--- config.mk ---
export PLATFORM = sky130hd
export DESIGN_NAME = lsu_retire_ctrl
export DESIGN_NICKNAME = d
export VERILOG_FILES = /design/src/rtl/lsu_retire_ctrl_pkg.sv /design/src/rtl/lsu_retire_ctrl_perf.sv /design/src/rtl/lsu_retire_ctrl.sv
export SDC_FILE = /design/constraint.sdc
export NUM_CORES = 1
export LEC_CHECK = 0
export BUFFER_PORTS_ARGS = -buffer_cell sky130_fd_sc_hd__buf_2
export CAP_MARGIN = 20
export CORE_UTILIZATION = 35
export DETAILED_ROUTE_END_ITERATION = 10
export GPL_ROUTABILITY_DRIVEN = 0
export MAX_ROUTING_LAYER = met4
export PLACE_DENSITY = 0.69
export SYNTH_ARGS = -nofsm -noshare
export SYNTH_HDL_FRONTEND = slang
export SYNTH_HIERARCHICAL = 1
export SYNTH_SLANG_ARGS = --single-unit
export TNS_END_PERCENT = 1
--- constraint.sdc ---
create_clock -name clk -period 4 [get_ports clk]
set_input_delay 0.6 -clock clk [delete_from_list [all_inputs] [get_ports clk]]
set_output_delay 0.6 -clock clk [all_outputs]
set_load 0.01 [all_outputs]
--- src/rtl/lsu_retire_ctrl_pkg.sv ---
// Shared types for the LSU retirement controller.
// Optional performance counters are enabled with the LSU_RETIRE_PERF_EN macro.
package lsu_retire_ctrl_pkg;

    // Width of every byte-count field (store width, D$ write width, LQ check width)
    localparam int LSU_WIDTH_BITS = 4;

    typedef enum logic {
        LSU_OP_LOAD  = 1'b0,
        LSU_OP_STORE = 1'b1
    } lsu_op_t;

    typedef enum logic [2:0] {
        LSU_IDLE      = 3'd0,
        LSU_LD_RETIRE = 3'd1,
        LSU_ST_READ   = 3'd2,
        LSU_ST_WRITE  = 3'd3,
        LSU_ST_CHECK  = 3'd4,
        LSU_ACK       = 3'd5
    } lsu_retire_state_t;

endpackage

--- src/rtl/lsu_retire_ctrl_perf.sv ---
// Retirement performance counters: loads, stores and mis-speculated loads.
// Counters wrap naturally and are only cleared by reset.
// Instantiated by lsu_retire_ctrl only when LSU_RETIRE_PERF_EN is defined.
module lsu_retire_perf (
    input  logic        clk,
    input  logic        n_rst,
    input  logic        i_ack_ld,
    input  logic        i_ack_st,
    input  logic        i_ack_mis,
    output logic [31:0] o_perf_ld_count,
    output logic [31:0] o_perf_st_count,
    output logic [31:0] o_perf_mis_spec_count
);

    logic [31:0] ld_count_q;
    logic [31:0] st_count_q;
    logic [31:0] mis_count_q;

    // Count each retirement event on the cycle the ROB ack is issued
    always_ff @(posedge clk or negedge n_rst) begin
        if (!n_rst) begin
            ld_count_q  <= '0;
            st_count_q  <= '0;
            mis_count_q <= '0;
        end else begin
            if (i_ack_ld)  ld_count_q  <= ld_count_q + 32'd1;
            if (i_ack_st)  st_count_q  <= st_count_q + 32'd1;
            if (i_ack_mis) mis_count_q <= mis_count_q + 32'd1;
        end
    end

    assign o_perf_ld_count       = ld_count_q;
    assign o_perf_st_count       = st_count_q;
    assign o_perf_mis_spec_count = mis_count_q;

endmodule

--- src/rtl/lsu_retire_ctrl.sv ---
// LSU retirement sequencer: retires one memory op at a time from the ROB head.
// Loads retire their LQ entry and report the mis-speculation bit; stores are
// read from the SQ, written to the D$ (req/ack) and then broadcast to the LQ.
// Define LSU_RETIRE_PERF_EN to add the load/store/mis-spec performance counters.
module lsu_retire_ctrl
    import lsu_retire_ctrl_pkg::*;
#(
    parameter int DATA_WIDTH = 32,
    parameter int ADDR_WIDTH = 32,
    parameter int TAG_WIDTH  = 6
) (
    input  logic                      clk,
    input  logic                      n_rst,
    input  logic                      i_flush,
    input  logic                      i_rob_retire_en,
    input  logic [TAG_WIDTH-1:0]      i_rob_retire_tag,
    input  logic                      i_rob_retire_op,
    output logic                      o_rob_retire_ack,
    output logic                      o_rob_retire_mis_speculated,
    output logic                      o_lq_retire_en,
    output logic [TAG_WIDTH-1:0]      o_lq_retire_tag,
    input  logic                      i_lq_retire_mis_speculated,
    output logic                      o_sq_retire_en,
    output logic [TAG_WIDTH-1:0]      o_sq_retire_tag,
    input  logic [ADDR_WIDTH-1:0]     i_sq_retire_addr,
    input  logic [DATA_WIDTH-1:0]     i_sq_retire_data,
    input  logic [LSU_WIDTH_BITS-1:0] i_sq_retire_width,
    output logic                      o_dc_wr_en,
    output logic [ADDR_WIDTH-1:0]     o_dc_wr_addr,
    output logic [DATA_WIDTH-1:0]     o_dc_wr_data,
    output logic [LSU_WIDTH_BITS-1:0] o_dc_wr_width,
    input  logic                      i_dc_wr_ack,
    output logic                      o_lq_sq_retire_en,
    output logic [ADDR_WIDTH-1:0]     o_lq_sq_retire_addr,
    output logic [LSU_WIDTH_BITS-1:0] o_lq_sq_retire_width,
`ifdef LSU_RETIRE_PERF_EN
    output logic [31:0]               o_perf_ld_count,
    output logic [31:0]               o_perf_st_count,
    output logic [31:0]               o_perf_mis_spec_count,
`endif
    output logic                      o_busy
);

    lsu_retire_state_t         state_q,   state_d;
    logic [TAG_WIDTH-1:0]      tag_q,     tag_d;
    lsu_op_t                   op_q,      op_d;
    logic [ADDR_WIDTH-1:0]     addr_q,    addr_d;
    logic [DATA_WIDTH-1:0]     data_q,    data_d;
    logic [LSU_WIDTH_BITS-1:0] width_q,   width_d;
    logic                      mis_q,     mis_d;
    // Set when a flush lands while a committed store is finishing; suppresses the ROB ack
    logic                      flushed_q, flushed_d;

    // State and latched-operand registers; reset drops any in-flight op and D$ request
    always_ff @(posedge clk or negedge n_rst) begin
        if (!n_rst) begin
            state_q   <= LSU_IDLE;
            tag_q     <= '0;
            op_q      <= LSU_OP_LOAD;
            addr_q    <= '0;
            data_q    <= '0;
            width_q   <= '0;
            mis_q     <= 1'b0;
            flushed_q <= 1'b0;
        end else begin
            state_q   <= state_d;
            tag_q     <= tag_d;
            op_q      <= op_d;
            addr_q    <= addr_d;
            data_q    <= data_d;
            width_q   <= width_d;
            mis_q     <= mis_d;
            flushed_q <= flushed_d;
        end
    end

    // Next-state and strobe decode; a flush kills strobes in the cycle it is seen
    // except once the store is committed to the D$
    always_comb begin
        state_d                     = state_q;
        tag_d                       = tag_q;
        op_d                        = op_q;
        addr_d                      = addr_q;
        data_d                      = data_q;
        width_d                     = width_q;
        mis_d                       = mis_q;
        flushed_d                   = flushed_q;
        o_rob_retire_ack            = 1'b0;
        o_rob_retire_mis_speculated = 1'b0;
        o_lq_retire_en              = 1'b0;
        o_sq_retire_en              = 1'b0;
        o_dc_wr_en                  = 1'b0;
        o_lq_sq_retire_en           = 1'b0;

        case (state_q)
            LSU_IDLE: begin
                if (i_rob_retire_en && !i_flush) begin
                    tag_d     = i_rob_retire_tag;
                    op_d      = lsu_op_t'(i_rob_retire_op);
                    flushed_d = 1'b0;
                    state_d   = (lsu_op_t'(i_rob_retire_op) == LSU_OP_STORE) ? LSU_ST_READ
                                                                              : LSU_LD_RETIRE;
                end
            end
            LSU_LD_RETIRE: begin
                if (i_flush) begin
                    state_d = LSU_IDLE;
                end else begin
                    o_lq_retire_en = 1'b1;
                    mis_d          = i_lq_retire_mis_speculated;
                    state_d        = LSU_ACK;
                end
            end
            LSU_ST_READ: begin
                if (i_flush) begin
                    state_d = LSU_IDLE;
                end else begin
                    o_sq_retire_en = 1'b1;
                    addr_d         = i_sq_retire_addr;
                    data_d         = i_sq_retire_data;
                    width_d        = i_sq_retire_width;
                    state_d        = LSU_ST_WRITE;
                end
            end
            LSU_ST_WRITE: begin
                o_dc_wr_en = 1'b1;
                if (i_flush) flushed_d = 1'b1;
                if (i_dc_wr_ack) state_d = LSU_ST_CHECK;
            end
            LSU_ST_CHECK: begin
                o_lq_sq_retire_en = 1'b1;
                state_d = (flushed_q || i_flush) ? LSU_IDLE : LSU_ACK;
            end
            LSU_ACK: begin
                state_d = LSU_IDLE;
                if (!i_flush) begin
                    o_rob_retire_ack            = 1'b1;
                    o_rob_retire_mis_speculated = (op_q == LSU_OP_LOAD) && mis_q;
                end
            end
            default: begin
                state_d = LSU_IDLE;
            end
        endcase
    end

    assign o_lq_retire_tag      = tag_q;
    assign o_sq_retire_tag      = tag_q;
    assign o_dc_wr_addr         = addr_q;
    assign o_dc_wr_data         = data_q;
    assign o_dc_wr_width        = width_q;
    assign o_lq_sq_retire_addr  = addr_q;
    assign o_lq_sq_retire_width = width_q;
    assign o_busy               = (state_q != LSU_IDLE);

`ifdef LSU_RETIRE_PERF_EN
    logic perf_ack_ld;
    logic perf_ack_st;

    assign perf_ack_ld = o_rob_retire_ack && (op_q == LSU_OP_LOAD);
    assign perf_ack_st = o_rob_retire_ack && (op_q == LSU_OP_STORE);

    lsu_retire_perf u_perf (
        .clk                   (clk),
        .n_rst                 (n_rst),
        .i_ack_ld              (perf_ack_ld),
        .i_ack_st              (perf_ack_st),
        .i_ack_mis             (o_rob_retire_mis_speculated),
        .o_perf_ld_count       (o_perf_ld_count),
        .o_perf_st_count       (o_perf_st_count),
        .o_perf_mis_spec_count (o_perf_mis_spec_count)
    );
`endif

endmodule

==> impl_metrics.py <==
metrics = {
    "setup_path": {
        "path_buf_inv": 2,
        "critical_path_arrival_ns": 1.67,
        "slowest_stage": "dfrtp_1",
        "reg2reg_slack_ns": 1.86,
        "crit_family": "simple AND/OR/NAND/NOR gates",
        "critical-path-max-stage-delay_ns": 0.52,
        "r2r-start": "state_q[1]",
        "critPathMaxFanout": 8,
        "crit_start": "state_q[2]",
        "crit_chain": "inv_1 -> nor4b_1 -> and3b_1 -> buf_2",
        "crit_type": "register to primary output",
        "cp.depth": 4,
        "worst_setup_path_end_kind": "primary output",
        "endpoint": "o_rob_retire_mis_speculated",
        "crit_required_ns": 3.40,
        "worstRegToRegCells": 4,
        "worst_setup_path_start_kind": "register",
        "r2r-end": "o_dc_wr_addr[5]",
    },
    "detailed_routing": {
        "drt_pass1_iterations": 4,
        "vias": 2403,
        "route.detailed.drc": 0,
        "drt_iter0_markers": 40,
        "wl_per_cell_um": 13.32,
        "drt-total-wl_um": 7231,
        "antenna_left": 0,
        "avgViaCountPerCell": 4.425,
    },
    "logic_synthesis": {
        "yosysMostFrequentCell": "dfrtp_1",
        "async_flop_share_pct": 100.0,
        "synth_top_area_share_pct": 55.56,
        "syn_avg_cell_area_um2": 15.01,
        "ys_ff_latch": 80,
        "synth_cell_types": 24,
        "synth-simple-area-share_pct": 3.090,
        "ys_seq_area_share_pct": 55.56,
        "synth.area.mux_share_pct": 27.92,
        "synth_compound_gate_area_share_pct": 1.771,
        "synth_ff_type": "dfrtp_1",
        "synthTopCellsByArea": "dfrtp_1 56%, mux2_4 17%, mux2_2 11%, buf_4 8.8%, buf_6 2.2%",
        "synth_area_um2": 3603,
        "synth_top_family_by_area": "multiplexers",
        "yosysTopAreaCell": "dfrtp_1",
        "synthAdderAreaFrac_pct": 0,
        "postSynthCellCount": 240,
        "synthXorXnorAreaFrac_pct": 0,
        "synth_edf_count": 0,
        "synth_commonest_cells": "80 x dfrtp_1, 42 x buf_4, 40 x mux2_4",
        "yosys_warnings": 6,
        "syn-num-nets": 321,
    },
    "clock_tree": {
        "postCtsSetupBuffers": 0,
        "cts_tree": "built",
        "postCtsHoldBufs": 0,
        "htree_num_levels": 3,
        "cts.sinks": 80,
        "cts_resized": 0,
        "cts_buffers": 9,
        "path_clk_slew_ns": 0.08,
        "clkLatencyLatePin_ns": 0.34,
        "cts.path.max_buffers": 2,
        "cts_root_buf": "clkbuf_8",
    },
    "sta": {
        "period_share_pct": 56.69,
        "tightest_slew_ns": 0.5589,
        "finalSetupViolCount": 0,
        "maxSlewHeadroom_pct": 62.74,
        "rsz0062_at_grt": "false",
        "whs_ns": 0.2034,
        "finalHoldViolCount": 0,
        "fmax_ghz": 0.4410,
        "fin_crit_ns": 2.267,
        "finClkSkew_ns": 0.009360,
        "maxSlewViolCount": 0,
        "layout_setup_ws_ns": 1.733,
        "finalSetupTns_ns": 0,
    },
    "placement": {
        "pre_cts_ws_ns": 1.720,
        "dp.cells": 526,
        "io_buffers": 203,
        "dpl.hpwl_um": 5193,
    },
    "status": {
        "run_status": "finished, final reports clean",
    },
    "pwr": {
        "p_leak_nw": 2.391,
        "irDropWorstVdd_mv": 0.3470,
        "power_frac_seq_pct": 39.4,
        "pwr-share-clk_pct": 15.4,
        "powerDensity_nw_per_um2": 818.4,
        "swShare_pct": 35.26,
        "p_sw_mw": 1.332,
        "internal_power_mw": 2.445,
        "pwr-share-comb_pct": 45.3,
    },
    "floorplanning": {
        "rows": 36,
        "initial_utilization_pct": 36.53,
        "die_h_um": 103.5,
        "die_x_um": 103.5,
        "core_um2": 9864,
        "pin_count": 204,
        "dieArea_um2": 10710,
    },
    "global_route": {
        "grtUsageTotal_pct": 13.23,
        "grt_pass1_wl_um": 10470,
        "grt-ovfl-total": 0,
        "grt_start_max_net_pins": 81,
        "antenna_found_initial": 0,
        "grt_pass1_vias": 2214,
    },
    "layout": {
        "multiInputGateArea_um2": 1181,
        "fill_cells": 900,
        "n_antenna_cell": 0,
        "nets": 486,
        "syn_to_final_growth_pct": 28.06,
        "layout.cells.non_filler": 543,
        "drive_gt1_share_pct": 73.17,
        "register_area_um2": 2002,
    },
    "min_path": {
        "holdCritPathClass": "input port to asynchronous set/reset pin",
    },
    "flow_run": {
        "maxCapViolations": 0,
    },
}
-- area by class of cell --
cell class / instances / share of cell area [%]
timing repair buffer: 206 / 22.99
tap: 133 / 3.606
multi-input combinational: 104 / 25.60
sequential: 80 / 43.38
clock buffer: 11 / 2.847
inverter: 4 / 0.3254
clock inverter: 5 / 1.247
-- worst min-delay path by stage --
stage / start / endpoint / slack (ns) / cells past startpoint
after floorplan: n_rst / flushed_q / 0.30 / 0
after global placement: mis_q / mis_q / 0.48 / 1
after detailed placement: o_dc_wr_data[19] / o_dc_wr_data[19] / 0.49 / 1
after CTS: n_rst / o_dc_wr_data[0] / 0.45 / 1
after global routing: n_rst / o_dc_wr_data[3] / 0.20 / 1
final: n_rst / o_dc_wr_data[3] / 0.20 / 1
-- kinds of logic after synthesis --
group / Yosys count
simple gates: 17
buf+inv: 56
mux: 76
compound gates: 11
flops: 80
-- state kept, by name, summed over array words and instances (netlist names) --
register,flops
o_lq_retire_tag,6
op_q,1
o_dc_wr_addr,32
mis_q,1
state_q,3
o_dc_wr_data,32
o_dc_wr_width,4
flushed_q,1
-- metal layers --
layer	vias up	global-route usage (%)	wire length (um)
li1	1114	-	-
met5	-	-	0
met2	116	21.45	3664
met1	1166	14.93	2963
met4	0	5.092	42
met3	7	4.772	560
-- cell usage in the layout (no fill, tap or decap), drive strengths merged, types with 2 or more instances in the layout --
cell and n:
a31oi 2, clkinvlp 3, clkbuf 11, and3 2, mux2 76, nand2 2
dfrtp 80, nor3 2, o21ai 5, a21oi 2, inv 4, nor2 4
buf 206
-- power groups by stage --
stage / Clock (mW) / Combinational, mW / Sequential (mW)
2_1_floorplan: 0 / 1.12 / 1.65
3_3_place_gp: 0 / 1.70 / 1.49
3_5_place_dp: 0 / 1.73 / 1.50
4_1_cts: 0.612 / 1.73 / 1.49
5_1_grt: 0.648 / 1.87 / 1.55
6_report: 0.580 / 1.71 / 1.49
-- stage by stage --
stage                     instance area (um^2)  utilization, %  total power, mW
after global placement                    4398           44.58            3.185
after CTS                                 4587           46.50            3.837
after detailed placement                  4398           44.58            3.229
final                                     4614           46.78            3.776
after global routing                      4614           46.78            4.070
after floorplan                           3603               -            2.777
Note: power is estimated with default switching activity, not from simulation.
